$ cat src/rtl/i_mem_line_fill.sv
// Line-fill engine: fetches an aligned 16-byte instruction line as four sequential
// 32-bit reads, assembles it into 128 bits and strobes line_valid (or fill_err on a watchdog abort).
module i_mem_line_fill #(
  parameter int ADDR_W  = 32,
  parameter int TIMEOUT = 64
) (
  input  logic              clk,
  input  logic              rst,
  input  logic              IREQ,
  input  logic [ADDR_W-1:0] IADDR,
  output logic [127:0]      line_data,
  output logic [ADDR_W-1:0] line_addr,
  output logic              line_valid,
  output logic              busy,
  output logic              fill_err,
  output logic              mem_req,
  output logic [ADDR_W-1:0] mem_addr,
  input  logic              mem_ack,
  input  logic [31:0]       mem_rdata
);

  typedef enum logic [1:0] {IDLE, FETCH, DONE, ABORT} state_t;

  state_t            state_q, state_d;
  logic [1:0]        beat_q, beat_d;
  logic [7:0]        wdog_q, wdog_d;
  logic [127:0]      line_data_q, line_data_d;
  logic [ADDR_W-1:0] line_addr_q, line_addr_d;
  logic [ADDR_W-1:0] mem_addr_q, mem_addr_d;
  logic              mem_req_q, mem_req_d;
  logic              line_valid_q, line_valid_d;
  logic              fill_err_q, fill_err_d;
  logic              busy_q, busy_d;

  // The low nibble of the miss address never matters: fills are always line aligned.
  logic unused_iaddr_bits;
  assign unused_iaddr_bits = ^IADDR[3:0];

  always_comb begin
    state_d      = state_q;
    beat_d       = beat_q;
    wdog_d       = wdog_q;
    line_data_d  = line_data_q;
    line_addr_d  = line_addr_q;
    mem_addr_d   = mem_addr_q;
    mem_req_d    = 1'b0;
    line_valid_d = 1'b0;
    fill_err_d   = 1'b0;

    unique case (state_q)
      IDLE: begin
        if (IREQ) begin
          line_addr_d = {IADDR[ADDR_W-1:4], 4'b0000};
          mem_addr_d  = {IADDR[ADDR_W-1:4], 4'b0000};
          beat_d      = 2'd0;
          wdog_d      = 8'd0;
          mem_req_d   = 1'b1;
          state_d     = FETCH;
        end
      end
      FETCH: begin
        mem_req_d = 1'b1;
        if (mem_ack) begin
          line_data_d[{beat_q, 5'b00000} +: 32] = mem_rdata;
          wdog_d = 8'd0;
          if (beat_q == 2'd3) begin
            mem_req_d    = 1'b0;
            line_valid_d = 1'b1;
            state_d      = DONE;
          end else begin
            beat_d     = beat_q + 2'd1;
            // Beat index sits directly in bits [3:2]; the base is line aligned so no carry.
            mem_addr_d = {line_addr_q[ADDR_W-1:4], beat_d, 2'b00};
          end
        end else begin
          wdog_d = wdog_q + 8'd1;
          if (wdog_q == 8'(TIMEOUT - 1)) begin
            mem_req_d  = 1'b0;
            fill_err_d = 1'b1;
            state_d    = ABORT;
          end
        end
      end
      DONE:    state_d = IDLE;
      ABORT:   state_d = IDLE;
      default: state_d = IDLE;
    endcase

    busy_d = (state_d != IDLE);
  end

  always_ff @(posedge clk or posedge rst) begin
    if (rst) begin
      state_q      <= IDLE;
      beat_q       <= 2'd0;
      wdog_q       <= 8'd0;
      line_data_q  <= '0;
      line_addr_q  <= '0;
      mem_addr_q   <= '0;
      mem_req_q    <= 1'b0;
      line_valid_q <= 1'b0;
      fill_err_q   <= 1'b0;
      busy_q       <= 1'b0;
    end else begin
      state_q      <= state_d;
      beat_q       <= beat_d;
      wdog_q       <= wdog_d;
      line_data_q  <= line_data_d;
      line_addr_q  <= line_addr_d;
      mem_addr_q   <= mem_addr_d;
      mem_req_q    <= mem_req_d;
      line_valid_q <= line_valid_d;
      fill_err_q   <= fill_err_d;
      busy_q       <= busy_d;
    end
  end

  assign line_data  = line_data_q;
  assign line_addr  = line_addr_q;
  assign line_valid = line_valid_q;
  assign busy       = busy_q;
  assign fill_err   = fill_err_q;
  assign mem_req    = mem_req_q;
  assign mem_addr   = mem_addr_q;

endmodule

$ cat config.mk
export PLATFORM = sky130hd
export DESIGN_NAME = i_mem_line_fill
export DESIGN_NICKNAME = d
export VERILOG_FILES = /design/src/rtl/i_mem_line_fill.sv
export SDC_FILE = /design/constraint.sdc
export NUM_CORES = 1
export LEC_CHECK = 0
export ABC_CLOCK_PERIOD_IN_PS = 10500
export BUFFER_PORTS_ARGS = -buffer_cell sky130_fd_sc_hd__buf_2
export CAP_MARGIN = 0
export CORE_AREA = 2 2 130 132
export DETAILED_ROUTE_END_ITERATION = 6
export DIE_AREA = 0 0 132 134
export GPL_ROUTABILITY_DRIVEN = 1
export HOLD_SLACK_MARGIN = 0.06
export PLACE_DENSITY = 0.86
export SYNTH_ARGS = -nofsm -noshare
export SYNTH_HDL_FRONTEND = slang
export SYNTH_SLANG_ARGS = --single-unit
$ cat constraint.sdc
create_clock -name clk -period 10.5 [get_ports clk]
set_input_delay 1.05 -clock clk [delete_from_list [all_inputs] [get_ports clk]]
set_output_delay 1.05 -clock clk [all_outputs]
set_load 0.02 [all_outputs]
## Word level (Yosys, flattened, before mapping)

Cells that the tools add are included.

- Input bits: 68
- Flip-flop bits (word level): 204
- Word-level logic and storage cells: 59
- Output and inout port bits: 196

- Shift-type cells: 2
- $add $sub $neg: 3
- Equality and inequality tests: 8
- Reductions and logical operators: 8
- Mux-type cells: 28

Operators by type and width:

| cell | number |
|---|---|
| bitwise mux 128 bit | 1 |
| variable shift 32 x 9 -> 128 bit (first input constant) | 1 |
| variable part select 32 x 9 -> 128 bit | 1 |
| two-way mux 32 bit | 3 |
| case mux 32 bit (2 select lines) | 1 |
| two-way mux 8 bit | 2 |
| case mux 8 bit (2 select lines) | 1 |
| two-way mux 2 bit | 7 |
| two-way mux 1 bit | 10 |
| negation 7 -> 9 bit | 1 |
| adder 8 x 1 -> 8 bit (second input constant) | 1 |
| == test 8 x 6 -> 1 bit (second input constant) | 1 |
| == test 2 bit (second input constant) | 3 |
| != test 2 bit (second input constant) | 3 |
| case mux 2 bit (3 select lines) | 1 |
| AND reduction 2 bit | 3 |
| case mux 2 bit (2 select lines) | 1 |
| AND reduction 4 bit | 1 |
| nonzero test 2 bit | 2 |
| adder 2 x 1 -> 2 bit (second input constant) | 1 |
| == test 2 x 1 -> 1 bit (second input constant) | 1 |
| logical NOT 2 bit | 1 |
| case mux 1 bit (2 select lines) | 1 |
| OR reduction 2 bit | 1 |

## Depth between registers and ports, before layout

- Word-level depth: 5
- Mapped depth: 7
- Gate-level depth less buffers: 5

## Worst setup path after synthesis

Ideal clock, no wire load.

- Path kind: input -> register
- Start point: input port mem_ack
- End point: register mem_addr_q[10], in the netlist mem_addr[10]
- Cell stages on the path: 7
- Setup slack: 8.144 ns
- Library setup time: 0.125 ns
- Data required time: 10.375 ns
- Data arrival time: 2.231 ns
- Path buffers: 4
- Path through: buf_2 > buf_4 > nand3b_1 > a21oi_1 > buf_4 > buf_6 > mux2_2

- Longest elaborated chain between the ends: 2

RTL lines:

| element | RTL line | RTL |
|---|---|---|
| from (decl) | 18 | `input logic mem_ack,` |
| != test 2 bit (no line) | n/a |  |
| AND reduction 4 bit (no line) | n/a |  |
| to (signal assigned) | 110 | `mem_addr_q <= mem_addr_d;` |
| to (decl) | 29 | `logic [ADDR_W-1:0] mem_addr_q, mem_addr_d;` |

No other way between the ends.
A chain may end at the register's enable or synchronous reset.

## Worst setup path after layout

- Start point: input port mem_ack
- End point: register line_data_q[88], in the netlist line_data[88]

- Longest elaborated chain between the ends: 1

RTL lines:

| element | RTL line | RTL |
|---|---|---|
| AND reduction 2 bit (no line) | n/a |  |
| to (signal assigned) | 108 | `line_data_q <= line_data_d;` |
| to (decl) | 27 | `logic [127:0] line_data_q, line_data_d;` |

No other way between the ends.

==> results.py <==
metrics = {
    "route": {
        "routed_wl_um": 20960,
        "final_antenna_net_count": 0,
        "first_pass_iters": 5,
        "top_layer": "met4",
        "routed_via_density": 5.319,
        "wl_per_cell_um": 17.47,
        "drt-initial-drc-count": 454,
        "met1Wirelength_um": 8535,
        "num_vias": 6383,
        "dr_wl_met3_um": 1768,
        "route.met2.wl_um": 10140,
        "drc": 0,
    },
    "synthesis": {
        "yosys.area.top_type": "dfrtp_1",
        "ys.flop_type": "dfrtp_1",
        "synth.top_cell.area_share_pct": 60.62,
        "netlist_area_sq_um": 8257,
        "syn_area_per_cell_sq_um": 11.25,
        "syn_inst": 734,
        "ys_ff_latch": 200,
        "ys_seq_area_share_pct": 60.62,
        "synth_area_leaders": "dfrtp_1, mux2_2, nand2_1",
        "synthArstFlopShare_pct": 100.0,
        "ys_types": 41,
        "yosys_warnings": 0,
        "synth_edf_count": 0,
    },
    "die": {
        "die_area_sq_um": 17690,
        "start_util_pct": 50.69,
        "die_w_um": 132,
        "pin_count": 264,
        "rows": 47,
        "design.core.area_sq_um": 16290,
        "fp.dieH_um": 134,
    },
    "sta": {
        "setup_tns_ns": 0,
        "max_slew_margin_pct": 19.55,
        "finalCritPeriodShare_pct": 27.98,
        "slew_viol_final": 0,
        "hold_violations": 0,
        "rsz0062_at_grt": "false",
        "finalSetupViolCount": 0,
        "hold_ws_ns": 0.4745,
        "max_freq_mhz": 340.4,
        "finalClockSkew_ns": 0.007965,
        "worst_pin_slew_ns": 1.204,
        "period_needed_ns": 2.938,
    },
    "cells_and_area": {
        "syn_to_final_growth_pct": 24.37,
        "drive_gt1_share_pct": 39.49,
        "final_nets": 1042,
        "post-route-cell-area_sq_um": 10270,
        "fillCellCount": 1295,
        "antennaDiodeCount": 0,
    },
    "min_path": {
        "whs_path_depth": 2,
        "hold_path.class": "flip-flop to flip-flop",
    },
    "power_and_ir_drop": {
        "power.leakage_nw": 5.121,
        "power.total_w": 0.003524,
        "max-vdd-ir-drop_mv": 0.1850,
        "power.density_nw_per_um2": 343.2,
    },
    "clock_tree": {
        "cts_max_level": 4,
        "hold_buffers": 0,
        "cts-root-buf": "clkbuf_16",
        "post_cts_resized": 0,
        "clock_path_buffers": 2,
        "cts_tree": "built",
        "cts_sinks": 200,
        "cts_setup_buffers": 0,
        "clk_latency_ns": 0.43,
        "cts_made_buffers": 17,
        "clk_pin_slew_ns": 0.07,
    },
    "setup_path": {
        "worstPathRequired_ns": 10.86,
        "cp.arrival_ns": 3.30,
        "reg2regPathDepth": 6,
        "worstSetupPathType": "input port to flip-flop",
        "path_max_fanout": 33,
        "critPathCaptureType": "flip-flop",
        "startpoint_type": "input port",
    },
    "placement": {
        "hpwlAfterDp_um": 14460,
        "portBuffers": 253,
        "routabilityCongestion": 0.8318,
        "dpl-instance-area_sq_um": 9652,
    },
    "global_route": {
        "grt_pass1_vias": 6463,
        "track_usage_pct": 24.12,
        "grt_overflow": 0,
        "antenna_found_initial": 0,
        "grt_pass1_wl_um": 33470,
        "grt_max_degree": 115,
    },
    "status": {
        "status": "finished, final reports clean",
    },
    "job": {
        "drv_cap": 0,
    },
}
==> cell usage after synthesis (3+ instances only) <==
master / number
a21oi_1: 4
a22o_1: 34
a31oi_1: 5
buf_2: 17
buf_4: 11
clkbuf_1: 26
dfrtp_1: 200
ha_1: 7
inv_1: 7
mux2_2: 83
nand2_1: 196
nand3_1: 5
nand4b_1: 3
nor2_1: 5
o21ai_0: 92
o21ai_1: 9
==> cell families after synthesis <==
family                   after synthesis  synth area share, %
multiplexers                          84                11.46
XOR/XNOR                               1               0.1061
AO/OA/AOI/OAI                        152                11.18
adder cells (fa/ha/maj)                7                1.061
flip-flops                           200                60.62
other                                  1              0.04542
AND/OR/NAND/NOR                      227                11.87
buffers and inverters                 62                3.667
==> registers in the layout, summed over array words and instances, names as in the netlist <==
| signal | count |
|---|---|
| state_q | 2 |
| line_data | 128 |
| fill_err | 1 |
| beat_q | 1 |
| mem_req | 1 |
| line_addr | 28 |
| wdog_q | 8 |
| busy | 1 |
| mem_addr | 29 |
| line_valid | 1 |
==> cell usage in the layout, fill, tap and decap left out, types with 3 or more instances in the layout <==
cell type and n:
buf_4 11, inv_8 5, buf_2 253, nand2_1 196
dfrtp_1 200, conb_1 6, a22o_1 34, ha_1 7
o21ai_1 9, nor2_1 5, clkinv_4 8, o21ai_0 92
a31oi_1 5, mux2_2 83, inv_1 6, clkbuf_16 17
a21oi_1 3, nand4b_1 3, nand3_1 5
==> power by group <==
group / switching (W) / internal (W)
combinational: 0.000972 / 0.000573
clock: 0.000315 / 0.000363
sequential: 0.000197 / 0.00110
==> critical path: stages <==
cell and delay [ns]:
buf_2 0.26, nand4b_4 0.54, nor4b_4 0.86, buf_4 0.40
a22o_1 0.18
==> worst paths after layout <==
check,startpoint,endpoint,slack (ns)
worst max-delay path,mem_ack,line_data[88],7.56
worst min-delay path,line_data[4],line_data[4],0.47
worst max register to register,beat_q[0],line_data[88],7.57
worst min register to register,line_data[4],line_data[4],0.47
max in group asynchronous,rst,line_data[60],8.11
min in group asynchronous,rst,line_addr[21],0.77
==> area by class of cell <==
cell class | instances | area, sq um | area share [%]
clock buffer | 17 | 425.4 | 4.143
multi-input combinational | 477 | 2989 | 29.11
clock inverter | 15 | 191.4 | 1.864
tap | 220 | 275.3 | 2.681
timing repair buffer | 264 | 1349 | 13.14
inverter | 7 | 33.78 | 0.3290
sequential | 200 | 5005 | 48.74
==> stage by stage <==
step                instances  setup slack, ns  utilization [%]
floorplan                 739            3.996                -
detailed placement       1168            7.092            59.25
global route             1200            7.336            63.04
finish                   1200            7.562            63.04
global placement         1168            7.158            59.25
CTS                      1200            7.551            63.04
==> per-layer routing <==
metal,up-vias,global-route usage (%)
li1,2964,-
met1,3103,30.16
met2,282,39.15
met3,34,8.125
met4,0,9.118
met5,-,0
No activity file was read; power rests on OpenSTA's default activity.
